**src/rtl/mips_pkg.sv**
```systemverilog
// Shared fetch-path definitions: reset/trap vectors, the PC+4 rule and the queue entry type.
package mips_pkg;

    localparam logic [31:0] RESET_VEC = 32'h8000_0000;
    localparam logic [31:0] IRQ_VEC   = 32'h8000_0004;
    localparam logic [31:0] EXC_VEC   = 32'h8000_0008;

    typedef struct packed {
        logic [31:0] pc;
        logic [31:0] instr;
    } fetch_entry_t;

    // Bit 31 is the supervisor bit; the increment never carries into it.
    function automatic logic [31:0] pc_plus4(input logic [31:0] pc);
        return {pc[31], pc[30:0] + 31'd4};
    endfunction

endpackage

```
**src/rtl/fetch_queue.sv**
```systemverilog
// Prefetch FIFO of fetch entries with a synchronous flush; head entry is read combinationally.
module fetch_queue
    import mips_pkg::*;
#(
    parameter int DEPTH = 4
) (
    input  logic         CLK,
    input  logic         Reset_n,
    input  logic         flush,
    input  logic         push,
    input  fetch_entry_t wr_entry,
    input  logic         pop,
    output fetch_entry_t rd_entry,
    output logic         full,
    output logic         empty
);

    localparam int PW = $clog2(DEPTH);

    fetch_entry_t  mem [DEPTH];
    logic [PW-1:0] wr_ptr;
    logic [PW-1:0] rd_ptr;
    logic [PW:0]   count;

    assign rd_entry = mem[rd_ptr];
    assign full     = (count == (PW+1)'(DEPTH));
    assign empty    = (count == '0);

    always_ff @(posedge CLK or negedge Reset_n) begin
        if (!Reset_n) begin
            wr_ptr <= '0;
            rd_ptr <= '0;
            count  <= '0;
        end else if (flush) begin
            wr_ptr <= '0;
            rd_ptr <= '0;
            count  <= '0;
        end else begin
            if (push) wr_ptr <= wr_ptr + 1'b1;
            if (pop)  rd_ptr <= rd_ptr + 1'b1;
            case ({push, pop})
                2'b10:   count <= count + 1'b1;
                2'b01:   count <= count - 1'b1;
                default: count <= count;
            endcase
        end
    end

    // Storage carries no reset; validity is tracked entirely by count.
    always_ff @(posedge CLK) begin
        if (push && !flush) mem[wr_ptr] <= wr_entry;
    end

endmodule

```
**src/rtl/prefetch_fetch_unit.sv**
```systemverilog
// Instruction-fetch front end: PC generator, prefetch queue, flush priority and EPC capture.
module prefetch_fetch_unit #(
    parameter int          DEPTH     = 4,
    parameter logic [31:0] RESET_VEC = mips_pkg::RESET_VEC,
    parameter logic [31:0] IRQ_VEC   = mips_pkg::IRQ_VEC,
    parameter logic [31:0] EXC_VEC   = mips_pkg::EXC_VEC
) (
    input  logic        CLK,
    input  logic        Reset_n,
    output logic [31:0] imem_addr,
    input  logic [31:0] imem_data,
    output logic        out_valid,
    input  logic        out_ready,
    output logic [31:0] out_instr,
    output logic [31:0] out_pc,
    output logic [31:0] out_pcplus4,
    output logic        out_super,
    input  logic        redirect_valid,
    input  logic [31:0] redirect_pc,
    input  logic        exc,
    input  logic        irq,
    output logic        epc_valid,
    output logic [31:0] epc
);

    import mips_pkg::*;

    logic [31:0]  fpc;
    fetch_entry_t head;
    fetch_entry_t wr_entry;
    logic         q_full;
    logic         q_empty;
    logic         push;
    logic         pop;
    logic         flush;
    logic         exc_take;
    logic         redir_take;
    logic         irq_take;
    logic         cur_super;

    fetch_queue #(.DEPTH(DEPTH)) u_queue (
        .CLK      (CLK),
        .Reset_n  (Reset_n),
        .flush    (flush),
        .push     (push),
        .wr_entry (wr_entry),
        .pop      (pop),
        .rd_entry (head),
        .full     (q_full),
        .empty    (q_empty)
    );

    assign imem_addr   = fpc;
    assign out_valid   = !q_empty;
    assign out_pc      = head.pc;
    assign out_instr   = head.instr;
    assign out_pcplus4 = pc_plus4(head.pc);
    assign out_super   = head.pc[31];

    // Flush priority: exception, then taken redirect, then interrupt.
    always_comb begin
        cur_super  = out_valid ? head.pc[31] : fpc[31];
        exc_take   = exc & out_valid;
        redir_take = redirect_valid & out_valid & out_ready & ~exc_take;
        irq_take   = irq & ~cur_super & ~exc_take & ~redir_take;
        flush      = exc_take | redir_take | irq_take;
        pop        = out_valid & out_ready & ~flush;
        push       = ~flush & (~q_full | pop);
        wr_entry   = '{pc: fpc, instr: imem_data};
    end

    always_ff @(posedge CLK or negedge Reset_n) begin
        if (!Reset_n) begin
            fpc <= RESET_VEC;
        end else if (exc_take) begin
            fpc <= EXC_VEC;
        end else if (redir_take) begin
            fpc <= redirect_pc;
        end else if (irq_take) begin
            fpc <= IRQ_VEC;
        end else if (push) begin
            fpc <= pc_plus4(fpc);
        end
    end

    // An exception resumes after the faulting instruction; an interrupt re-executes the head.
    always_ff @(posedge CLK or negedge Reset_n) begin
        if (!Reset_n) begin
            epc_valid <= 1'b0;
            epc       <= '0;
        end else begin
            epc_valid <= exc_take | irq_take;
            if (exc_take) begin
                epc <= pc_plus4(head.pc);
            end else if (irq_take) begin
                epc <= out_valid ? head.pc : fpc;
            end
        end
    end

endmodule

```
**config.mk**
```make
export PLATFORM = sky130hd
export DESIGN_NAME = prefetch_fetch_unit
export DESIGN_NICKNAME = d
export VERILOG_FILES = /design/src/rtl/mips_pkg.sv /design/src/rtl/fetch_queue.sv /design/src/rtl/prefetch_fetch_unit.sv
export SDC_FILE = /design/constraint.sdc
export NUM_CORES = 1
export LEC_CHECK = 0
export ABC_CLOCK_PERIOD_IN_PS = 6050
export BUFFER_PORTS_ARGS = -buffer_cell sky130_fd_sc_hd__buf_4
export CAP_MARGIN = 20
export CORE_ASPECT_RATIO = 1.2
export CORE_UTILIZATION = 45
export CTS_CLUSTER_SIZE = 28
export DETAILED_ROUTE_END_ITERATION = 6
export PLACE_DENSITY_LB_ADDON = 0.1
export SYNTH_ARGS = -nofsm -noshare
export SYNTH_HDL_FRONTEND = slang
export SYNTH_SLANG_ARGS = --single-unit
```
**constraint.sdc**
```tcl
create_clock -name CLK -period 6.05 [get_ports CLK]
set_clock_uncertainty 0.2 [all_clocks]
set_input_delay 1.21 -clock CLK [delete_from_list [all_inputs] [get_ports CLK]]
set_output_delay 1.21 -clock CLK [all_outputs]
set_load 0.01 [all_outputs]
```
==> results of run 1 <==
==> state kept, by name (all words and copies together), names as in the netlist <==
register / count
epc_valid: 1
u_queue.count: 3
u_queue.rd_ptr: 2
u_queue.mem: 256
u_queue.wr_ptr: 2
imem_addr: 32
epc: 32
==> metrics by stage <==
| step | area (µm²) | cells | util (%) | total power [mW] |
|---|---|---|---|---|
| finish | 17300 | 1575 | 56.5 | 9.65 |
| global route | 17300 | 1575 | 56.5 | 10.1 |
| CTS | 17300 | 1574 | 56.5 | 9.73 |
| detailed placement | 16300 | 1513 | 53.0 | 7.72 |
| global placement | 16300 | 1513 | 53.0 | 7.68 |
| floorplan | 14100 | 917 | - | 5.80 |
==> cell type report <==
cell class / count / area (µm²) / area share (%)
Clock buffer: 50 / 972 / 5.61
Clock inverter: 11 / 85.1 / 0.491
Inverter: 16 / 60.1 / 0.347
Multi-Input combinational cell: 522 / 4320 / 24.9
Sequential cell: 328 / 9500 / 54.8
Tap cell: 396 / 495 / 2.86
Timing Repair Buffer: 252 / 1890 / 10.9
==> kinds of logic (layout without fill, tap and decap cells) <==
family	after synthesis	after routing
and+or+nand+nor	234	234
buffers and inverters	67	329
xor gates and xnor gates	39	39
AOI/OAI and AO/OA	177	177
adders and majority gates	8	8
DFF	328	328
muxes	64	64
==> worst min-delay path by stage <==
stage / from / endpoint / slack (ps)
3_3_place_gp: epc[3] / epc[3] / 290
3_5_place_dp: epc[3] / epc[3] / 280
6_report: epc[3] / epc[3] / 280
4_1_cts: epc[3] / epc[3] / 290
2_1_floorplan: u_queue.count[1] / u_queue.count[1] / 270
5_1_grt: epc[7] / epc[7] / 340
==> cells in the final DEF, fill, tap and decap left out, types with 11 or more instances in the layout <==
| master | netlist | layout |
|---|---|---|
| nand2_1 | 82 | 82 |
| nor2_1 | 30 | 29 |
| mux4_2 | 62 | 62 |
| nor3_1 | 15 | 15 |
| buf_4 | 5 | 251 |
| xnor2_1 | 22 | 22 |
| nand4_1 | 12 | 12 |
| and3_1 | 25 | 21 |
| xor2_1 | 17 | 17 |
| and2_1 | 13 | 13 |
| edfxtp_1 | 256 | 256 |
| o221ai_1 | 11 | 11 |
| clkbuf_16 | 0 | 35 |
| o21ai_0 | 28 | 27 |
| inv_1 | 14 | 14 |
| dfrtp_1 | 71 | 69 |
| nand3_1 | 29 | 29 |
| a21oi_1 | 56 | 55 |
| clkbuf_1 | 30 | 11 |
==> worst max-delay path, stage by stage (launching register included) <==
cell      delay (ps)
dfrtp_2          960
mux4_2           450
ha_1             200
and3_1           360
and4_1           470
nand2b_1         120
xnor2_1          340
buf_4            200
==> per-layer routing <==
metal	part of all wire (%)	track usage [%]	up-vias
met3	7.7	4.25	82
li1	-	-	4114
met2	49	40.9	411
met4	3.3	9.40	0
met5	0	0	-
met1	40	33.9	4727
==> power breakdown <==
part | internal (mW) | switching (mW)
Combinational | 1.65 | 2.27
Clock | 1.16 | 0.844
Sequential | 3.26 | 0.462
==> results by group, run 1 <==
Yosys
  – Area leader, netlist: edfxtp_1
  – Syn nets: 995
  – Largest family of logic cells by synthesized area: multiplexers
  – Synth Area in Compound Gates: 8.63%
  – Ys async rst share: 22.0%
  – Post-synth cell types: 68
  – Yosys reg bits: 328
  – Post-synthesis cell area: 14,100 µm²
  – Post-Synth Adder-Cell Area: 0.709%
  – Mapped Cells: 917
  – Synth top area share: 54.5%
  – Synth Warn #: 0
  – Simple-Gate Fraction of Synth Area: 8.42%
  – Count leader, synth: edfxtp_1
  – Sequential share of the synthesized area: 67.3%
  – Mux cell area share after synthesis: 10.3%
  – Top_reg_cell synth: edfxtp_1
  – Xor and xnor area share after synthesis: 2.42%
  – EDFF count, synth: 256
  – Synth top area cells: edfxtp_1, dfrtp_1, mux4_2, nand2_1, a21oi_1
  – Post-synth top cells: edfxtp_1, nand2_1, dfrtp_1
  – Syn Area/Cell: 15.4 µm²

Timing
  – WHS: 285 ps
  – Final clock period utilization by the worst path: 83.1%
  – Final Hold Vio Count: 0
  – Worst slew pin tran: 1060 ps
  – Max-slew headroom: 29.0%
  – Crit path time final: 5030 ps
  – Slew Limit Fails: 0
  – Final worst slack: 1020 ps
  – RSZ-0062 raised after global routing: false
  – Fmax: 199 MHz
  – Setup tns final: 0 ps
  – Final setup violation count: 0

Hold path
  – HP Class: reg2reg
  – Hold path depth: 2

Placement
  – Place WS: 1590 ps
  – Routability cong.: 0.838
  – Buffers on Ports: 232
  – Post-DP HPWL: 26,600 µm

Clocking
  – CTS root buf: clkbuf_16
  – Post-CTS sizing: 0
  – Reg clk slew, reported paths: 60 ps
  – Clk buf depth: 3
  – CTS tree: done
  – Hold buffer count at CTS: 0
  – # Post-CTS Setup Buffers: 0
  – CTS Sinks: 328
  – TritonCTS Buffers: 34
  – CTS H-tree lvls: 2
  – Clock latency on the worst-skew pair: 510 ps

Floorplanning
  – Core ar.: 30,700 µm²
  – Effective utilization at floorplan: 46.0%
  – Die Ht: 196 µm
  – DIE WIDTH: 164 µm
  – Die area: 32,100 µm²
  – # rows: 70
  – # IOs: 233

Detailed routing
  – Iter 0 DRT Violations: 717
  – Via density: 5.93
  – Routed Antenna Nets: 0
  – Total number of vias: 9,334
  – Final WL: 39,400 µm
  – Iteration count of the initial detailed-routing pass: 5
  – DRC viols: 0
  – Wire per inst: 25.0 µm

Critical path
  – Crit end category: output pin
  – Crit-path max FO: 33
  – R2r setup slk: 1790 ps
  – Critical Path Start Type: flop
  – RR Startpoint: u_queue.rd_ptr[0]
  – CP required: 4640 ps
  – Worst Setup SP: u_queue.rd_ptr[1]
  – R2r worst-path depth: 6
  – Setup crit end: out_pcplus4[28]
  – FF-to-FF End: epc[17]
  – Critical path type: reg2out
  – WP data arrival: 3620 ps

Global routing
  – Global router's overall resource usage: 25.1%
  – First-pass GRT wire length: 59,100 µm
  – Initial antenna violation count: 0
  – Largest net degree at the start of global routing: 43
  – Vias in the first global route: 9,352
  – Congestion Overflow GR: 0

Flow run
  – MaxCap Viol Count: 0

Cells and area
  – Antenna Cells: 0
  – # nets final: 1,232
  – Share of cells above drive strength 1: 32.7%
  – Area Overhead vs Synth: 22.7%
  – Fillers: 2,562

Pwr
  – Leak: 6.44 nW
  – Worst IR drop on VDD: 254 µV
  – Pwr dens: 557 nW/µm²

Outcome
  – Status: complete, no violations
Power figures use the tool's default switching activity.
==> run 2: changes to the inputs <==
Settings changed: ABC_CLOCK_PERIOD_IN_PS 6050 to 4400.
Clock period 6.05 ns to 4.4 ns, I/O delays scaled along.
==> run 2 against run 1 <==
  * Count of clock-buffer cells in the layout shrank 6
  * Combinational power grew 42%
  * Cell area grew 1.6%
  * Highest routed layer unchanged
  * Clock power grew 45%
  * Critical path type unchanged
  * Global-route usage grew 0.22 points
  * Sequential power grew 37%
  * Cell count grew 1.2%
  * Largest power group unchanged
==> results by group, run 2 (synthesized netlist as in run 1, its figures left out) <==
Clocking
  – CTS H-tree lvls: 2 (unchanged)
  – Clk buf depth: 3 (unchanged)
  – Reg clk slew, reported paths: 60 ps (about the same)
  – CTS root buf: clkbuf_16
  – TritonCTS Buffers: 35 (+2.9%)
  – Clock latency on the worst-skew pair: 540 ps (+30 ps)
  – CTS tree: done
  – CTS Sinks: 328 (unchanged)

Timing
  – RSZ-0062 raised after global routing: false
  – Final clock period utilization by the worst path: 96.2%
  – Slew Limit Fails: 0 (unchanged)
  – Final worst slack: 165 ps (-857 ps)
  – Setup tns final: 0 ps (unchanged)
  – Crit path time final: 4230 ps
  – Fmax: 236 MHz
  – Final Hold Vio Count: 0 (unchanged)
  – Final setup violation count: 0 (unchanged)
  – Max-slew headroom: 39.5% (+10 points)
  – Worst slew pin tran: 907 ps (-156 ps)

Placement
  – Routability cong.: 0.823 (-1.8%)
  – Placement Cell Area: 16,400 µm² (+1.0%)
  – Post-DP HPWL: 26,700 µm (+0.34%)
  – Placed insts: 1,528 (+0.99%)
  – Place WS: 522 ps (-1070 ps)
  – Buffers on Ports: 232 (unchanged)

Floorplanning
  – Effective utilization at floorplan: 46.0% (unchanged)
  – Die Ht: 196 µm (unchanged)
  – Core ar.: 30,700 µm² (unchanged)
  – DIE WIDTH: 164 µm (unchanged)
  – # rows: 70 (unchanged)
  – # IOs: 233 (unchanged)
  – Die area: 32,100 µm² (unchanged)

Critical path
  – R2r worst-path depth: 8 (+2)
  – Crit end category: output pin
  – Critical path type: reg2out
  – Crit-path max FO: 13 (-61%)
  – Worst Setup SP: u_queue.rd_ptr[0]
  – CP required: 3320 ps (-1320 ps)
  – Critical Path Start Type: flop
  – FF-to-FF End: epc[11]
  – R2r setup slk: 690 ps (-1100 ps)
  – WP data arrival: 3150 ps (-470 ps)
  – RR Startpoint: u_queue.rd_ptr[0]

Pwr
  – Int Pwr: 8.57 mW (+41%)
  – Combinational share of power: 41.1% (+0.5 points)
  – Sw frac: 36.8% (-0.24 points)
  – Flop pwr share: 37.5% (-1.1 points)
  – Net Sw Power: 4.99 mW (+40%)
  – Leak: 6.58 nW (+2.2%)
  – Clock power frac: 21.4% (+0.6 points)
  – Worst IR drop on VDD: 465 µV (+83%)
  – Pwr dens: 770 nW/µm² (+38%)

Global routing
  – Initial antenna violation count: 0 (unchanged)
  – Congestion Overflow GR: 0 (unchanged)
  – Vias in the first global route: 9,346 (-0.064%)
  – Largest net degree at the start of global routing: 65 (+51%)
  – First-pass GRT wire length: 59,100 µm (about the same)
  – Global router's overall resource usage: 25.4% (+0.22 points)

Cells and area
  – Fillers: 2,485 (-3.0%)
  – Max FFs per register: 256 (unchanged)
  – Reg with most FFs: u_queue.mem
  – Share of cells above drive strength 1: 33.9% (+1.2 points)
  – Antenna Cells: 0 (unchanged)
  – # nets final: 1,250 (+1.5%)
  – Commonest non-fill, non-tap cell in the layout: buf_4
  – Area Overhead vs Synth: 24.7%
  – Layout Cells excl Fill: 1,594 (+1.2%)
  – Layout Utilization: 57.4% (+0.93 points)
  – Leading cell types in the layout, fill and taps excluded: buf_4, edfxtp_1, nand2_1, dfrtp_1, mux4_2
  – Fin area: 17,600 µm² (+1.6%)

Detailed routing
  – Final WL: 40,100 µm (+1.6%)
  – Total number of vias: 9,446 (+1.2%)
  – Wire per inst: 25.1 µm (+0.38%)
  – Iteration count of the initial detailed-routing pass: 5 (unchanged)
  – Iter 0 DRT Violations: 822 (+15%)
  – Via density: 5.93 (about the same)
  – DRC viols: 0 (unchanged)
  – Routed Antenna Nets: 0 (unchanged)

Hold path
  – HP Class: in2async

Outcome
  – Status: complete, no violations

Flow run
  – MaxCap Viol Count: 0 (unchanged)
==> run 2: how the worst max path moves through the flow <==
stage,endpoint,slack (ps),cells after the start
finish,out_pcplus4[28],170,7
global route,out_pcplus4[28],20,7
CTS,out_pcplus4[29],90,7
detailed placement,out_pcplus4[28],520,7
global placement,out_pcplus4[28],560,7
floorplan,u_queue.mem[0][0],390,4
==> run 2: power by group through the flow <==
stage | logic (mW) | clock network [mW] | registers (mW)
floorplan | 2.96 | 0 | 5.01
global placement | 5.54 | 0 | 5.13
detailed placement | 5.55 | 0 | 5.15
CTS | 5.60 | 2.97 | 5.08
global route | 5.96 | 3.06 | 5.18
finish | 5.57 | 2.90 | 5.09
==> run 2: cell type report <==
class	count	area, µm²	area share, %
multi-input cells	522	4310	24.5
clock buffers	44	910	5.17
flip-flops and latches	328	9500	53.9
inverters	16	60.1	0.341
clock inverters	19	209	1.19
well taps	396	495	2.81
repair buffers	269	2120	12.0
==> run 2: routing by layer <==
| layer | vias to the layer above | global-route usage, % | wire (µm) |
|---|---|---|---|
| li1 | 4139 | - | - |
| met1 | 4811 | 33.7 | 16000 |
| met2 | 407 | 41.1 | 19700 |
| met3 | 89 | 4.97 | 2940 |
| met4 | 0 | 9.81 | 1450 |
| met5 | - | 0 | 0 |
==> run 2: metrics by stage <==
step | power, mW | hold WS (ps)
after detailed placement | 10.7 | 304
after CTS | 13.7 | 218
after floorplan | 7.98 | 275
after global placement | 10.7 | 276
after global routing | 14.2 | 244
final | 13.6 | 199
==> run 2: worst max-delay path: stages, from the launching register on <==
cell,delay (ps)
dfrtp_4,610
mux4_2,460
ha_1,190
and3_1,360
and4_2,420
nand2b_1,100
xnor2_1,280
buf_4,180
==> run 2: timing repair <==
| item | in CTS | in global routing |
|---|---|---|
| hold buffers | 0 | 0 |
| setup endpoints to repair | 4 | 1 |
| cloned | 0 | 0 |
| gates resized for setup | 1 | 1 |
| pin swaps | 1 | 1 |
| setup buffers | 1 | 2 |
